==> config.mk <==
export PLATFORM = sky130hd
export DESIGN_NAME = tdm_demultiplexer_flat
export DESIGN_NICKNAME = d
export VERILOG_FILES = /design/src/rtl/tdm_demultiplexer_if.sv /design/src/rtl/tdm_demultiplexer.sv /design/src/flat_wrapper.sv
export SDC_FILE = /design/constraint.sdc
export NUM_CORES = 1
export LEC_CHECK = 0
export ABC_AREA = 1
export BUFFER_PORTS_ARGS = -buffer_cell sky130_fd_sc_hd__clkbuf_2
export CORE_MARGIN = 2
export CORE_UTILIZATION = 40
export CTS_BUF_LIST = sky130_fd_sc_hd__clkbuf_16
export DETAILED_ROUTE_END_ITERATION = 12
export PLACE_DENSITY_LB_ADDON = 0.15
export SKIP_LAST_GASP = 1
export SYNTH_ARGS = -nofsm -noshare
export SYNTH_HDL_FRONTEND = slang
export SYNTH_SLANG_ARGS = --single-unit
==> constraint.sdc <==
create_clock -name clk -period 3 [get_ports clk]
set_clock_uncertainty 0.15 [all_clocks]
set_input_delay 0 -clock clk [delete_from_list [all_inputs] [get_ports clk]]
set_output_delay 0 -clock clk [all_outputs]
set_load 0.01 [all_outputs]
==> src/rtl/tdm_demultiplexer_if.sv <==
// rtl/tdm_demultiplexer_if.sv - serial TDM link inputs and per-channel parallel outputs
interface tdm_demultiplexer_if #(
  parameter int WIDTH = 8
);
  logic             sample_en;
  logic             in;
  logic             frame;
  logic [WIDTH-1:0] out0;
  logic [WIDTH-1:0] out1;
  logic [WIDTH-1:0] out2;
  logic [WIDTH-1:0] out3;
  logic             valid;
  logic             sync_err;
  logic             address0;
  logic             address1;

  // master drives the serial link, slave is the demultiplexer
  modport master (
    output sample_en, in, frame,
    input  out0, out1, out2, out3, valid, sync_err, address0, address1
  );

  modport slave (
    input  sample_en, in, frame,
    output out0, out1, out2, out3, valid, sync_err, address0, address1
  );
endinterface

==> src/rtl/tdm_demultiplexer.sv <==
// rtl/tdm_demultiplexer.sv - four-channel TDM receive demultiplexer with frame alignment
module tdm_demultiplexer #(
  parameter int WIDTH = 8
) (
  input  logic                 clk,
  input  logic                 reset,
  tdm_demultiplexer_if.slave   bus
);
  localparam int BW = $clog2(WIDTH);

  typedef enum logic {HUNT, LOCK} state_e;

  state_e           state_q, state_d;
  logic [1:0]       slot_q, slot_d;
  logic [BW-1:0]    bit_q, bit_d;
  logic [WIDTH-1:0] sh_q [4];
  logic [WIDTH-1:0] sh_d [4];
  logic [WIDTH-1:0] out_q [4];
  logic [WIDTH-1:0] out_d [4];
  logic             valid_q, valid_d;
  logic             err_q, err_d;
  logic             first_sample;
  logic             last_sample;

  // slot 0 / bit 0 in LOCK is only reachable right after a completed frame
  assign first_sample = (state_q == LOCK) && (slot_q == 2'd0) && (bit_q == '0);
  assign last_sample  = (slot_q == 2'd3) && (bit_q == BW'(WIDTH - 1));

  always_comb begin
    state_d = state_q;
    slot_d  = slot_q;
    bit_d   = bit_q;
    sh_d    = sh_q;
    out_d   = out_q;
    valid_d = 1'b0;
    err_d   = 1'b0;
    if (bus.sample_en) begin
      unique case (state_q)
        HUNT: begin
          if (bus.frame) begin
            sh_d[0] = {sh_q[0][WIDTH-2:0], bus.in};
            slot_d  = 2'd1;
            bit_d   = '0;
            state_d = LOCK;
          end
        end
        LOCK: begin
          if (first_sample && !bus.frame) begin
            err_d   = 1'b1;
            state_d = HUNT;
          end else if (!first_sample && bus.frame) begin
            // early marker restarts alignment on this very sample
            err_d   = 1'b1;
            sh_d[0] = {sh_q[0][WIDTH-2:0], bus.in};
            slot_d  = 2'd1;
            bit_d   = '0;
          end else begin
            sh_d[slot_q] = {sh_q[slot_q][WIDTH-2:0], bus.in};
            slot_d       = slot_q + 2'd1;
            if (slot_q == 2'd3) begin
              bit_d = bit_q + 1'b1;
            end
            if (last_sample) begin
              for (int i = 0; i < 4; i++) begin
                out_d[i] = sh_d[i];
              end
              valid_d = 1'b1;
            end
          end
        end
        default: state_d = HUNT;
      endcase
    end
  end

  always_ff @(posedge clk) begin
    if (reset) begin
      state_q <= HUNT;
      slot_q  <= 2'd0;
      bit_q   <= '0;
      valid_q <= 1'b0;
      err_q   <= 1'b0;
      for (int i = 0; i < 4; i++) begin
        sh_q[i]  <= '0;
        out_q[i] <= '0;
      end
    end else begin
      state_q <= state_d;
      slot_q  <= slot_d;
      bit_q   <= bit_d;
      valid_q <= valid_d;
      err_q   <= err_d;
      for (int i = 0; i < 4; i++) begin
        sh_q[i]  <= sh_d[i];
        out_q[i] <= out_d[i];
      end
    end
  end

  assign bus.out0     = out_q[0];
  assign bus.out1     = out_q[1];
  assign bus.out2     = out_q[2];
  assign bus.out3     = out_q[3];
  assign bus.valid    = valid_q;
  assign bus.sync_err = err_q;
  assign bus.address0 = slot_q[0];
  assign bus.address1 = slot_q[1];
endmodule

==> src/flat_wrapper.sv <==
// flat-port wrapper written by rule: the top's interface ports become plain ports
module tdm_demultiplexer_flat 
#(
  parameter int WIDTH = 8
)
  (clk, reset, bus_sample_en, bus_in, bus_frame, bus_out0, bus_out1, bus_out2, bus_out3, bus_valid, bus_sync_err, bus_address0, bus_address1);
  tdm_demultiplexer_if #(.WIDTH(WIDTH)) bus_i ();
  input  logic clk;
  input  logic reset;
  input wire logic [$bits(bus_i.sample_en)-1:0] bus_sample_en;
  input wire logic [$bits(bus_i.in)-1:0] bus_in;
  input wire logic [$bits(bus_i.frame)-1:0] bus_frame;
  output wire logic [$bits(bus_i.out0)-1:0] bus_out0;
  output wire logic [$bits(bus_i.out1)-1:0] bus_out1;
  output wire logic [$bits(bus_i.out2)-1:0] bus_out2;
  output wire logic [$bits(bus_i.out3)-1:0] bus_out3;
  output wire logic [$bits(bus_i.valid)-1:0] bus_valid;
  output wire logic [$bits(bus_i.sync_err)-1:0] bus_sync_err;
  output wire logic [$bits(bus_i.address0)-1:0] bus_address0;
  output wire logic [$bits(bus_i.address1)-1:0] bus_address1;
  assign bus_i.sample_en = bus_sample_en;
  assign bus_i.in = bus_in;
  assign bus_i.frame = bus_frame;
  assign bus_out0 = bus_i.out0;
  assign bus_out1 = bus_i.out1;
  assign bus_out2 = bus_i.out2;
  assign bus_out3 = bus_i.out3;
  assign bus_valid = bus_i.valid;
  assign bus_sync_err = bus_i.sync_err;
  assign bus_address0 = bus_i.address0;
  assign bus_address1 = bus_i.address1;
  tdm_demultiplexer #(.WIDTH(WIDTH)) u_core (.clk(clk), .reset(reset), .bus(bus_i));
endmodule
Yosys cells after proc, flatten, opt, wreduce, memory -nomap -nowiden
Cells that the tools add are included.
{"block": "totals", "register_bits": 72, "inputBits": 5, "out_inout_bits": 36, "word_cells": 69}
{"block": "classes", "addsub": 2, "n_lt_le_gt_ge": 2, "n_eq_ne": 5, "mux": 26, "bitwise": 5, "n_reduce_logical": 16}
{"operator": "32-bit bitwise mux", "n": 1}
{"operator": "32-bit two-way mux", "n": 1}
{"operator": "24-bit two-way mux", "n": 1}
{"operator": "8-bit two-way mux", "n": 3}
{"operator": "8-bit binary-select mux with 2-bit select", "n": 1}
{"operator": "8-bit demux with 2-bit select", "n": 1}
{"operator": "8-bit case mux with 2 select lines", "n": 1}
{"operator": "7-bit two-way mux", "n": 2}
{"operator": "3-bit two-way mux", "n": 4}
{"operator": "4-bit AND reduction", "n": 2}
{"operator": "1-bit logical AND", "n": 6}
{"operator": "2-bit two-way mux", "n": 3}
{"operator": "3-bit case mux with 2 select lines", "n": 1}
{"operator": "1-bit two-way mux", "n": 5}
{"operator": "5-bit AND reduction", "n": 1}
{"operator": "5-bit OR reduction", "n": 1}
{"operator": "2-bit != test (second input constant)", "n": 2}
{"operator": "1-bit NOT", "n": 4}
{"operator": "2-bit case mux with 2 select lines", "n": 1}
{"operator": "3-bit by 1-bit adder with 3-bit output (second input constant)", "n": 1}
{"operator": "3-bit == test (second input constant)", "n": 1}
{"operator": "3-bit >= comparator (second input constant)", "n": 1}
{"operator": "3-bit zero test", "n": 1}
{"operator": "3-bit by 1-bit < comparator with 1-bit output (second input constant)", "n": 1}
{"operator": "9 further kinds", "n": 10}

Longest topological paths before layout
{"block": "logic_depth", "depth_word": 9, "ltp_mapped": 16, "depth_no_buf": 13}

Worst setup path before layout
OpenSTA, ideal clock, no wires.
{"block": "synth_timing", "kind": "flip-flop to flip-flop", "from": "register u_core.slot_q[1]", "to": "register u_core.out_q, in the netlist u_core.bus.out1[1]", "setup_ps": 115, "arrival_time_ps": 2354, "path_slack_ps": 380, "stages_incl_launch_ff": 14, "cell_sequence": "dfxtp_1 buf_4 clkinv_1 ha_1 clkbuf_1 nand4_1 inv_1 ha_1 nand3_2 nor2_4 inv_2 buf_2 o21ai_0 inv_1"}
{"block": "synth_via", "elab_chain_len": 7}
{"item": "start, declared", "line_no": "tdm_demultiplexer.sv:14", "text": "logic [1:0] slot_q, slot_d;"}
{"item": "start signal, assigned", "line_no": "tdm_demultiplexer.sv:89", "text": "slot_q <= slot_d;"}
{"item": "branches (longest 7 deep; another with 3-bit >= comparator)"}
{"item": "end signal, assigned by index", "line_no": "tdm_demultiplexer.sv:95", "text": "out_q[i] <= out_d[i];"}
{"item": "end, declared", "line_no": "tdm_demultiplexer.sv:18", "text": "logic [WIDTH-1:0] out_q [4];"}
Parallel ways; which one is timed is not known. The select of a mux whose other input is x is not followed.
A chain may end at the register's enable or synchronous reset.

Worst setup path after layout
{"block": "layout_timing", "from": "register u_core.slot_q[1]", "to": "register u_core.bit_q[1]"}
{"block": "layout_via", "elab_chain_len": 8}
{"item": "2-bit zero test", "line_no": "tdm_demultiplexer.sv:26", "text": "assign first_sample = (state_q == LOCK) && (slot_q == 2'd0) && (bit_q == '0);"}
{"item": "1-bit logical AND (2 in a row)", "line_no": "tdm_demultiplexer.sv:26"}
{"item": "1-bit zero test", "line_no": "tdm_demultiplexer.sv:51", "text": "end else if (!first_sample && bus.frame) begin"}
{"item": "1-bit logical AND", "line_no": "tdm_demultiplexer.sv:51"}
{"item": "3-bit two-way mux", "line_no": "tdm_demultiplexer.sv:51"}
{"item": "3-bit two-way mux", "line_no": "tdm_demultiplexer.sv:48", "text": "if (first_sample && !bus.frame) begin"}
{"item": "3-bit case mux with 2 select lines", "line_no": "tdm_demultiplexer.sv:38", "text": "unique case (state_q)"}
{"item": "end signal, assigned", "line_no": "tdm_demultiplexer.sv:90", "text": "bit_q <= bit_d;"}
{"item": "end, declared", "line_no": "tdm_demultiplexer.sv:15", "text": "logic [BW-1:0] bit_q, bit_d;"}
Parallel ways exist; a longest one is shown, timed or not. The select of a mux whose other input is x is not followed.

==> impl_results.md <==
- Worst-Skew Late Latency: 330 ps
- Floorplan row count: 34
- Syn_nets: 551
- # DRC: 0
- R2R setup slack: 410 ps
- Total grt overflow: 0
- Placement Cell Area: 0.00384 sq mm
- DR iter-0 viols: 182
- RSZ-0062 raised after global routing: false
- Final Routed Wirelength: 8880 microns
- Yosys warns: 0
- HP Class: in -> reg
- Max-cap viol count: 0
- Ratio of cells with drive above 1 in the final layout: 12.6%
- Vias: 3340
- Max Buffers Root-to-Sink: 2
- Pwr dens: 573 mW/mm^2
- Final hold vios: 0
- # port buffers: 40
- Hold Path Origin: bus_in
- Routability cong.: 0.940
- Reg area: 0.00144 sq mm
- Fmax: 0.387 GHz
- Multi-input gate area: 0.00166 sq mm
- R2R depth: 13
- Fin crit period: 2590 ps
- Antenna-violating nets left: 0
- CTS tree: built
- Fin nets: 582
- Seq/Total Area, Yosys: 40.0%
- Die area: 0.00977 sq mm
- R2r endpoint: u_core.bit_q[1]
- Fillers: 886
- # diodes: 0
- Maximum VDD drop: 277 uV
- Cells after Synth: 537
- Outcome: finished, final reports clean
- Synthesized cell area: 0.00360 sq mm
- Max FO, Critical Path: 12
- Tot Pwr: 2.39 mW
- Setup tns final: 0 ps
- CP required: 3050 ps
- Worst reg2reg startpoint: u_core.slot_q[1]
- Largest net degree at the start of global routing: 52
- Final worst slack: 413 ps
- Crit. End Element: flop
- Post-CTS Resized: 0
- Detailed Place HPWL: 6330 microns
- Slew headroom: 61.9%
- Htree depth: 3
- Library cells used by synthesis: 29
- Worst hold endpoint: u_core.bus.out3[0]
- Final setup fails: 0
- Startpoint Class: flop
- Hold Buf Count CTS: 2
- Initial antenna violation count: 0
- Ports: 41
- CTS buffer count: 9
- Die Width: 98.9 microns
- Worst path arrival time: 2630 ps
- Avg Cell Area, Syn: 6.70 sq um
- First-pass DRT Iterations: 4
- Clock-pin slew on the worst setup and hold paths: 60 ps
- #FFs+latches synth: 72
- Die Ht: 98.9 microns
- Period utilisation layout: 86.2%
- Crit. Startpoint: u_core.slot_q[1]
- Worst path slowest cell: ha_1
- Vias in the first global route: 3152
- Placeable core area: 0.00872 sq mm
- Tightest Pin Transition: 572 ps
- Worst slack, placed: 465 ps
- Clk root buf: clkbuf_16
- Lkg Pwr: 2.05 nW
- Initial core utilization: 41.3%
- CTS Sinks: 72
- Post-CTS Setup Bufs: 0
- Global-route wire length before repair: 15200 microns
- Crit-path max cell delay: 350 ps
- Layout Utilization: 47.7%
- CP Cell Sequence: clkinv_1 -> ha_1 -> nand4_1 -> inv_1 -> ha_1 -> inv_1 -> nand2_2 -> o21ai_1 -> nand2_1 -> a21oi_2 -> nand2_1 -> o21ai_0 -> nor2_1
- Final Max Slew Viols: 0
- Wirelength per Cell: 13.0 microns
- Vias/cell: 4.90
- Worst Hold Depth: 5
- Crit Path Class: reg -> reg
- Area Growth Syn to Fin: 15.7%
- Finished Cell Area: 0.00416 sq mm
- GRT Resource Usage Total: 19.2%
-- synthesized netlist by cell type (all sizes together) --
cell type / n / share of area (%)
dfxtp: 72 / 40
a21oi: 45 / 6.7
or2: 1 / 0.17
nor4: 1 / 0.17
o21ai: 84 / 12
clkbuf: 11 / 1.2
nand4: 1 / 0.17
nor2: 64 / 6.9
nand2: 90 / 9.5
o21a: 1 / 0.21
o221ai: 1 / 0.24
nor3: 2 / 0.28
inv: 90 / 9.4
ha: 9 / 3.1
clkinv: 2 / 0.21
o211ai: 7 / 1.5
nand3: 36 / 5.1
a211oi: 1 / 0.35
buf: 19 / 3.2
-- power breakdown --
| part | switching (mW) | total (mW) | internal, mW |
|---|---|---|---|
| clock network | 0.402 | 1.12 | 0.715 |
| logic | 0.180 | 0.258 | 0.0778 |
| registers | 0.0278 | 1.01 | 0.985 |
| total | 0.610 | 2.39 | 1.78 |
-- worst max path at each step --
stage / end / slack (ps) / cells after the start
after floorplan: u_core.bus.out1[1] / 380 / 13
after global placement: u_core.bit_q[1] / 560 / 13
after detailed placement: u_core.bit_q[2] / 470 / 13
after CTS: u_core.bit_q[2] / 440 / 13
after global routing: u_core.bit_q[2] / 130 / 13
final: u_core.bit_q[1] / 410 / 13
-- cell type report --
cell class	instances	share of cell area, %
Clock inverter	7	1.92
Clock buffer	9	5.41
Sequential cell	72	34.6
Timing Repair Buffer	50	6.73
Tap cell	108	3.25
Inverter	92	8.29
Multi-Input combinational cell	343	39.8
-- cells in the final DEF (no fill, tap or decap) --
cell / count
a211oi_2: 1
a21oi_1: 41
a21oi_2: 4
buf_4: 8
bufinv_16: 2
clkbuf_16: 9
clkbuf_2: 40
clkinv_1: 3
clkinv_2: 1
dfxtp_1: 72
dlygate4sd3_1: 2
ha_1: 9
inv_1: 90
inv_2: 3
nand2_1: 89
nand2_2: 1
nand3_1: 35
nand3_2: 1
nand4_1: 1
nor2_1: 63
nor2_4: 1
nor3_1: 2
nor4_1: 1
o211ai_1: 7
o21a_1: 1
o21ai_0: 60
o21ai_1: 24
o221ai_1: 1
or2_2: 1
-- critical path, delay by kind of cell (launching register included) --
family,cells,cell delay [ps]
AO/OA/AOI/OAI,3,490
adder cells (fa/ha/maj),2,520
buffers and inverters,3,240
flip-flops,1,330
AND/OR/NAND/NOR,5,720
-- through the flow --
step / hold slack, ps / std cells
after CTS: 20.9 / 681
final: 25.9 / 681
after global placement: 183 / 663
after detailed placement: 185 / 663
after global routing: 38.6 / 681
after floorplan: 1.51 / 537
-- cell families (layout without fill, tap and decap cells) --
group | count (synthesis) | after routing | synth area share (%)
flops | 72 | 72 | 40.0
compound gates | 139 | 139 | 20.6
buf+inv | 122 | 158 | 13.9
fa+ha+maj | 9 | 9 | 3.13
simple gates | 195 | 195 | 22.3
-- layer usage --
metal | part of all wire (%) | global-route usage [%]
met5 | 0 | 0
met4 | 1.4 | 5.90
met3 | 3.2 | 3.05
met2 | 48 | 31.8
met1 | 48 | 25.8
-- state kept, by name, summed over array words and instances, names as in the netlist --
signal	count
u_core.slot_q	2
u_core.bus.out3	8
u_core.bus.valid	1
u_core.bus.out0	8
u_core.sh_q	32
u_core.state_q	1
u_core.bus.out2	8
u_core.bus.out1	8
u_core.bit_q	3
u_core.bus.sync_err	1
(Power assumes the default switching activity.)
